--- src/rtl/calc_pkg.sv ---
// Shared types and constants for the calculator result display: FSM states,
// BCD digit type and the active-high 7-segment patterns (seg[0]=a .. seg[6]=g).
package calc_pkg;

    typedef enum logic [1:0] {
        ST_IDLE,
        ST_SHIFT,
        ST_DONE
    } state_e;

    typedef logic [3:0] bcd_t;

    localparam logic [6:0] SEG_0 = 7'b0111111;
    localparam logic [6:0] SEG_1 = 7'b0000110;
    localparam logic [6:0] SEG_2 = 7'b1011011;
    localparam logic [6:0] SEG_3 = 7'b1001111;
    localparam logic [6:0] SEG_4 = 7'b1100110;
    localparam logic [6:0] SEG_5 = 7'b1101101;
    localparam logic [6:0] SEG_6 = 7'b1111101;
    localparam logic [6:0] SEG_7 = 7'b0000111;
    localparam logic [6:0] SEG_8 = 7'b1111111;
    localparam logic [6:0] SEG_9 = 7'b1101111;

endpackage

--- src/rtl/seg7_decode.sv ---
// Combinational BCD digit to 7-segment decoder; codes 10-15 light nothing.
module seg7_decode
    import calc_pkg::*;
(
    input  bcd_t       digit,
    output logic [6:0] seg
);

    always_comb begin
        seg = 7'b0000000;
        case (digit)
            4'd0: seg = SEG_0;
            4'd1: seg = SEG_1;
            4'd2: seg = SEG_2;
            4'd3: seg = SEG_3;
            4'd4: seg = SEG_4;
            4'd5: seg = SEG_5;
            4'd6: seg = SEG_6;
            4'd7: seg = SEG_7;
            4'd8: seg = SEG_8;
            4'd9: seg = SEG_9;
            default: seg = 7'b0000000;
        endcase
    end

endmodule

--- src/rtl/calc_display.sv ---
// Converts a 7-bit result to BCD by sequential double-dabble and scans it onto a
// 3-digit multiplexed 7-segment display. CALC_DISP_LEADING_ZERO_BLANK_EN blanks leading zeros.
module calc_display
    import calc_pkg::*;
#(
    parameter int unsigned SCAN_DIV = 4
) (
    input  logic       clk,
    input  logic       reset,
    input  logic [6:0] res_in,
    input  logic       res_valid,
    output logic       res_ready,
    output logic       busy,
    output logic [6:0] seg,
    output logic [2:0] an
);

    localparam logic [7:0] PRE_MAX = 8'(SCAN_DIV - 1);

    state_e      state_q, state_d;
    logic [6:0]  sh_q, sh_d;
    logic [11:0] bcd_q, bcd_d;
    logic [2:0]  cnt_q, cnt_d;
    bcd_t        disp_h_q, disp_h_d;
    bcd_t        disp_t_q, disp_t_d;
    bcd_t        disp_o_q, disp_o_d;
    logic [7:0]  pre_q, pre_d;
    logic [1:0]  dig_q, dig_d;

    bcd_t        sel_digit;
    logic [6:0]  dec_seg;
    logic        blank;

    // One double-dabble step: correct every nibble >= 5, then shift in the next bit.
    function automatic logic [11:0] dabble_step(input logic [11:0] acc, input logic bit_in);
        logic [11:0] a;
        a = acc;
        for (int n = 0; n < 3; n++) begin
            if (a[n*4 +: 4] >= 4'd5) begin
                a[n*4 +: 4] = a[n*4 +: 4] + 4'd3;
            end
        end
        return (a << 1) | {11'b0, bit_in};
    endfunction

    always_comb begin
        state_d   = state_q;
        sh_d      = sh_q;
        bcd_d     = bcd_q;
        cnt_d     = cnt_q;
        disp_h_d  = disp_h_q;
        disp_t_d  = disp_t_q;
        disp_o_d  = disp_o_q;
        res_ready = 1'b0;
        busy      = 1'b0;
        case (state_q)
            ST_IDLE: begin
                res_ready = 1'b1;
                if (res_valid) begin
                    sh_d    = res_in;
                    bcd_d   = 12'd0;
                    cnt_d   = 3'd0;
                    state_d = ST_SHIFT;
                end
            end
            ST_SHIFT: begin
                busy  = 1'b1;
                bcd_d = dabble_step(bcd_q, sh_q[6]);
                sh_d  = {sh_q[5:0], 1'b0};
                cnt_d = cnt_q + 3'd1;
                if (cnt_q == 3'd6) begin
                    state_d = ST_DONE;
                end
            end
            ST_DONE: begin
                busy     = 1'b1;
                disp_h_d = bcd_q[11:8];
                disp_t_d = bcd_q[7:4];
                disp_o_d = bcd_q[3:0];
                state_d  = ST_IDLE;
            end
            default: state_d = ST_IDLE;
        endcase
    end

    // Scan runs regardless of the converter.
    always_comb begin
        pre_d = pre_q + 8'd1;
        dig_d = dig_q;
        if (pre_q >= PRE_MAX) begin
            pre_d = 8'd0;
            dig_d = (dig_q == 2'd2) ? 2'd0 : dig_q + 2'd1;
        end
    end

    always_ff @(posedge clk or posedge reset) begin
        if (reset) begin
            state_q  <= ST_IDLE;
            sh_q     <= 7'd0;
            bcd_q    <= 12'd0;
            cnt_q    <= 3'd0;
            disp_h_q <= 4'd0;
            disp_t_q <= 4'd0;
            disp_o_q <= 4'd0;
            pre_q    <= 8'd0;
            dig_q    <= 2'd0;
        end else begin
            state_q  <= state_d;
            sh_q     <= sh_d;
            bcd_q    <= bcd_d;
            cnt_q    <= cnt_d;
            disp_h_q <= disp_h_d;
            disp_t_q <= disp_t_d;
            disp_o_q <= disp_o_d;
            pre_q    <= pre_d;
            dig_q    <= dig_d;
        end
    end

    always_comb begin
        an        = 3'b001;
        sel_digit = disp_o_q;
        case (dig_q)
            2'd1: begin
                an        = 3'b010;
                sel_digit = disp_t_q;
            end
            2'd2: begin
                an        = 3'b100;
                sel_digit = disp_h_q;
            end
            default: begin
                an        = 3'b001;
                sel_digit = disp_o_q;
            end
        endcase
    end

    seg7_decode u_dec (
        .digit (sel_digit),
        .seg   (dec_seg)
    );

    always_comb begin
`ifdef CALC_DISP_LEADING_ZERO_BLANK_EN
        blank = ((dig_q == 2'd2) && (disp_h_q == 4'd0)) ||
                ((dig_q == 2'd1) && (disp_h_q == 4'd0) && (disp_t_q == 4'd0));
`else
        blank = 1'b0;
`endif
        seg = blank ? 7'b0000000 : dec_seg;
    end

endmodule

--- config.mk ---
export PLATFORM = sky130hd
export DESIGN_NAME = calc_display
export DESIGN_NICKNAME = d
export VERILOG_FILES = /design/src/rtl/calc_pkg.sv /design/src/rtl/seg7_decode.sv /design/src/rtl/calc_display.sv
export SDC_FILE = /design/constraint.sdc
export NUM_CORES = 1
export LEC_CHECK = 0
export ABC_AREA = 1
export BUFFER_PORTS_ARGS = -buffer_cell sky130_fd_sc_hd__buf_2
export CAP_MARGIN = 0
export CELL_PAD_IN_SITES_DETAIL_PLACEMENT = 1
export CELL_PAD_IN_SITES_GLOBAL_PLACEMENT = 2
export CORE_MARGIN = 2
export CORE_UTILIZATION = 39
export CTS_BUF_LIST = sky130_fd_sc_hd__clkbuf_16
export CTS_CLUSTER_DIAMETER = 80
export CTS_CLUSTER_SIZE = 20
export DETAILED_ROUTE_END_ITERATION = 16
export MAX_ROUTING_LAYER = met4
export PLACE_DENSITY = 0.9
export SLEW_MARGIN = 20
export SYNTH_ARGS = -nofsm -noshare
export SYNTH_HDL_FRONTEND = slang
export SYNTH_HIERARCHICAL = 1
export SYNTH_SLANG_ARGS = --single-unit
--- constraint.sdc ---
create_clock -name clk -period 3.4 [get_ports clk]
set_input_delay 0.17 -clock clk [delete_from_list [all_inputs] [get_ports clk]]
set_output_delay 0.17 -clock clk [all_outputs]
set_load 0.02 [all_outputs]
---- Word level (Yosys, flattened, before mapping) ----
Memories as Yosys holds them, arrays and structs flattened.
Cells that the tools add are included.
storage, ports and cells
  word-level logic and storage cells ...... 54
  output and inout port bits .............. 12
  input port bits ......................... 10
  memories ................................ 1
  register bits ........................... 46
  bits in read-only memories .............. 112
operators by class
  reduce and logical (&&, ||, !) cells .... 5
  eq/ne operators ......................... 7
  muxes and demuxes ....................... 21
  order comparisons ....................... 4
  bitwise gates (word level) .............. 1
  $add $sub $neg .......................... 6
memories
  memory            depth  bits a word  read ports  clocked after Yosys merged registers in  write ports  RTL line           text
  (name not given)  16     7            1           0                                        0            seg7_decode.sv:11  case (digit)
operators by type and width
  kind                                                                   number
  12-bit one-hot mux with 2 select lines                                 1
  4-bit two-way mux                                                      4
  7-bit one-hot mux with 2 select lines                                  1
  4-bit by 3-bit >= comparator with 1-bit output, second input constant  3
  12-bit two-way mux                                                     1
  12-bit by 1-bit OR with 12-bit output                                  1
  3-bit one-hot mux with 2 select lines                                  2
  3-bit two-way mux                                                      3
  4-bit by 2-bit adder with 4-bit output, second input constant          2
  8-bit by 1-bit adder with 8-bit output, second input constant          1
  8-bit by 2-bit >= comparator with 1-bit output, second input constant  1
  8-bit two-way mux                                                      1
  4-bit one-hot mux with 2 select lines                                  1
  7-bit two-way mux                                                      1
  2-bit two-way mux                                                      3
  2-bit by 1-bit == test with 1-bit output, second input constant        2
  2-bit == test, second input constant                                   2
  2-bit inequality test, second input constant                           2
  2-bit one-hot mux with 2 select lines                                  1
  2-bit AND reduction                                                    2
  3-bit by 1-bit adder with 3-bit output, second input constant          1
  3-bit by 2-bit adder with 3-bit output, second input constant          1
  3-bit == test, second input constant                                   1
  2-bit by 1-bit adder with 2-bit output, second input constant          1
  other kinds (4)                                                        5

---- Logic depth before layout (Yosys ltp) ----
  word-level depth ........................ 5
  mapped depth ............................ 13
  mapped depth without buffers ............ 13

---- Hierarchy ----
Netlist, hierarchy kept.
modules (own cells, without submodules)
  module        cells each  area an instance (um2)  sequential area each (um2)  times used
  calc_display  276         2,398.6                 1,151.1                     1
  seg7_decode   39          210.2                   0.0                         1

---- Least setup slack after synthesis ----
Ideal clock, no wire load.
  path type ............................... flip-flop to output port
  start point ............................. register dig_q[0]
  end point ............................... output port seg[3]
  arrival ................................. 2,040 ps
  data required time ...................... 3,230 ps
  cell stages (with the launch flop) ...... 11
  path slack .............................. 1,190 ps
  path buffers ............................ 1
  cell sequence ........................... dfrtp_1 inv_1 ha_1 clkbuf_1 o21ai_0 inv_1 ha_1 nand2_1 nand2_1 nand2_1 nand2_1
on the way
  cells in the longest elaborated chain, start to end .. 3
  elaborated cells on any way between the ends .. 4
  classes of those cells .................. 2 x eq/ne; 1 x mux; 1 x memory
ends and longest elaborated chain
  element                                                                           RTL line             text
  start, declared                                                                   calc_display.sv:28   logic [1:0] dig_q, dig_d;
  start signal, assigned                                                            calc_display.sv:116  dig_q <= dig_d;
  2-bit == test / 2-bit by 1-bit == test with 1-bit output (equally long branches)  calc_display.sv:123  case (dig_q)
  4-bit one-hot mux with 2 select lines (*)                                         calc_display.sv:123
  via sel_digit[1]                                                                  calc_display.sv:30   bcd_t sel_digit;
  memory 16 x 7 bit (*)                                                             --
  end, declared                                                                     calc_display.sv:14   output logic [6:0] seg,
Mark *: on every way through the listed nets, which the timed path passes. The rest lies on a longest branch.

---- Worst setup path in the final report ----
Ends and elaborated chain as after synthesis.

==> metrics.txt <==
outcome=finished clean; first-pass GRT wire length=9320 um; Setup Buffers After CTS=0; DIE AREA=0.00736 mm2; Root Buffer=clkbuf_16; relative slew slack=0.376; WP data required=3.23 ns; drt drc=0; number of antenna repair diodes=0; CTS tree=yes; Crit path max-delay family=adder cells; Area contributors post-synth=dfrtp_1 44%, nand2_1 14%, ha_1 12%; syn_area_per_cell=8.28 um2; Critical Path, Cell by Cell=inv_1 > ha_1 > o21ai_0 > inv_1 > ha_1 > nand2_1 > nand2_1 > nand2_1 > nand2_1 > buf_2; leakage=roughly 0.0015 uW; Fin. Hold Viols=0; RSZ-0062 raised after global routing=no; most common cell after layout, fill and taps aside=nand2_1; CORE AREA=0.00642 mm2; post-cts sizing count=0; final period utilization=0.800; Overall Power=2930 uW; Filler cells=just under 800; fin. max-slew vios=0; Worst-Margin Slew=0.935 ns; synthesized instance count=315; Worst setup EP type=primary output; Crit Path Class=reg2out; register-to-register path setup slack=~1.7 ns; Distinct cells, synth=29; H-tree depth=2; maximum fanout along the worst path=9; max incr delay on CP=about 0.46 ns; GRT Residual Overflow=0; worst min-delay path category=in2async; CTS Sinks=46; #FFs+latches synth=46; # nets final=~380; area leader, netlist=dfrtp_1; endpoints failing setup=0; most frequent cells in the layout=100 x nand2_1, 47 x inv_1, 46 x dfrtp_1; worst path arrival time=roughly 2.6 ns; Die H=85.8 um; DR WL/cell=11.9 um; register area share after synthesis=0.441; vias per cell=4.75; hold buffer count at CTS=0; Critical path buffers and inverters=3; Tot GR Track Use=0.163; clk_skew=0.00595 ns; initial antenna violation count=0; initial detailed-routing violation count=a little over 60; clk_lat worst skew=0.28 ns; Initial Util=0.406; Worst Setup Start Kind=register; largest net degree at the start of global routing=47; fmax=0.368 GHz; antenna-violating nets left=0; Final Util=0.456; Synth top area share=0.441; share of cells above drive strength 1=0.135; Area Overhead vs Synth=12.2%; pwr dens=1000 mW/mm2; R2R Path Start=state_q[1]; input/output buffers=21; worst-case reg-to-reg path depth=7; vias in the first global route=about 2100; minimum clock period=roughly 2.7 ns; CTS buffer count=5; Final Wtd Congestion=0.788; synthesized cell area=roughly 0.0026 mm2; IO Pins=22; Vias=roughly 2000; Slowest cell on crit path=o21ai_0; MaxCap Viol Count=0; dpl hpwl=3810 um; setup TNS=0 ns; CP most frequent cell=nand2_1; r2r endpoint=cnt_q[1]; synthesis warning total=6; Longest Clk Path Bufs=2; std cell rows=29; Die W=85.8 um; CTS clk-pin slew, worst paths=0.06 ns; First-pass DRT Iterations=6; final WL=5000 um; Peak VDD IR=approximately 0.00056 V
-- through the flow --
stage | instance area, um2 | std cells | hold WS [ns] | setup WS [ns]
after floorplan | 2630 | 320 | 0.311 | 1.19
after global placement | 2760 | 411 | 0.396 | 1.07
after detailed placement | 2760 | 411 | 0.410 | 0.962
after CTS | 2930 | 419 | 0.109 | 0.669
after global routing | 2930 | 419 | 0.124 | 0.471
final | 2930 | 419 | 0.0931 | 0.681
-- cells in the mapped netlist (all sizes together) --
| cell type | instances |
|---|---|
| nand2 | 105 |
| inv | 53 |
| dfrtp | 46 |
| o21ai | 31 |
| ha | 25 |
| nand3 | 17 |
| nor2 | 7 |
| o22ai | 6 |
| buf | 5 |
| nand4 | 5 |
| o211ai | 4 |
| or2 | 4 |
| a21oi | 3 |
| clkbuf | 2 |
| conb | 1 |
| xor2 | 1 |
-- area by class of cell --
type                    count  area [um2]  area share
multi-input cells         214        1200       0.410
well taps                  77        96.3      0.0329
flip-flops and latches     46        1150       0.393
clock buffers               5         125      0.0428
clock inverters             3        43.8      0.0150
inverters                  53         204      0.0697
repair buffers             21         105      0.0359
-- sequential cells by signal (all words and copies together) (netlist names) --
| name | cells |
|---|---|
| disp_o_q | 4 |
| cnt_q | 3 |
| disp_h_q | 4 |
| disp_t_q | 4 |
| sh_q | 7 |
| pre_q | 8 |
| state_q | 2 |
| dig_q | 2 |
| bcd_q | 12 |
-- per-layer routing --
layer	part of all wire	up-vias	GRT usage
li1	-	1031	-
met1	0.48	939	0.203
met2	0.49	18	0.272
met3	0.022	4	0.0327
met4	0.0092	0	0.0390
met5	0	-	-
-- cell families (layout without fill, tap and decap cells) --
family / Yosys count / in the layout / synth area share
buf+inv: 60 / 82 / 0.106
compound gates: 44 / 44 / 0.0993
simple gates: 138 / 138 / 0.229
other cells: 1 / 6 / 0.00144
xor+xnor: 1 / 1 / 0.00336
flops: 46 / 46 / 0.441
fa+ha+maj: 25 / 25 / 0.120
-- worst max-delay path by stage --
stage                         from     end  slack (ns)  depth (start not counted)
final                     dig_q[0]  seg[3]        0.68                         10
after global routing      dig_q[0]  seg[3]        0.47                         10
after CTS                 dig_q[0]  seg[3]        0.67                         10
after detailed placement  dig_q[0]  seg[3]        0.96                         10
after global placement    dig_q[0]  seg[3]        1.07                         10
after floorplan           dig_q[0]  seg[3]        1.19                         10
-- report_power, final --
group | switching, uW | total [uW] | internal (uW)
sequential | 116 | 856 | 739
clock | 199 | 546 | 348
combinational | 1020 | 1520 | 500
Note: power is estimated with default switching activity, not from simulation.
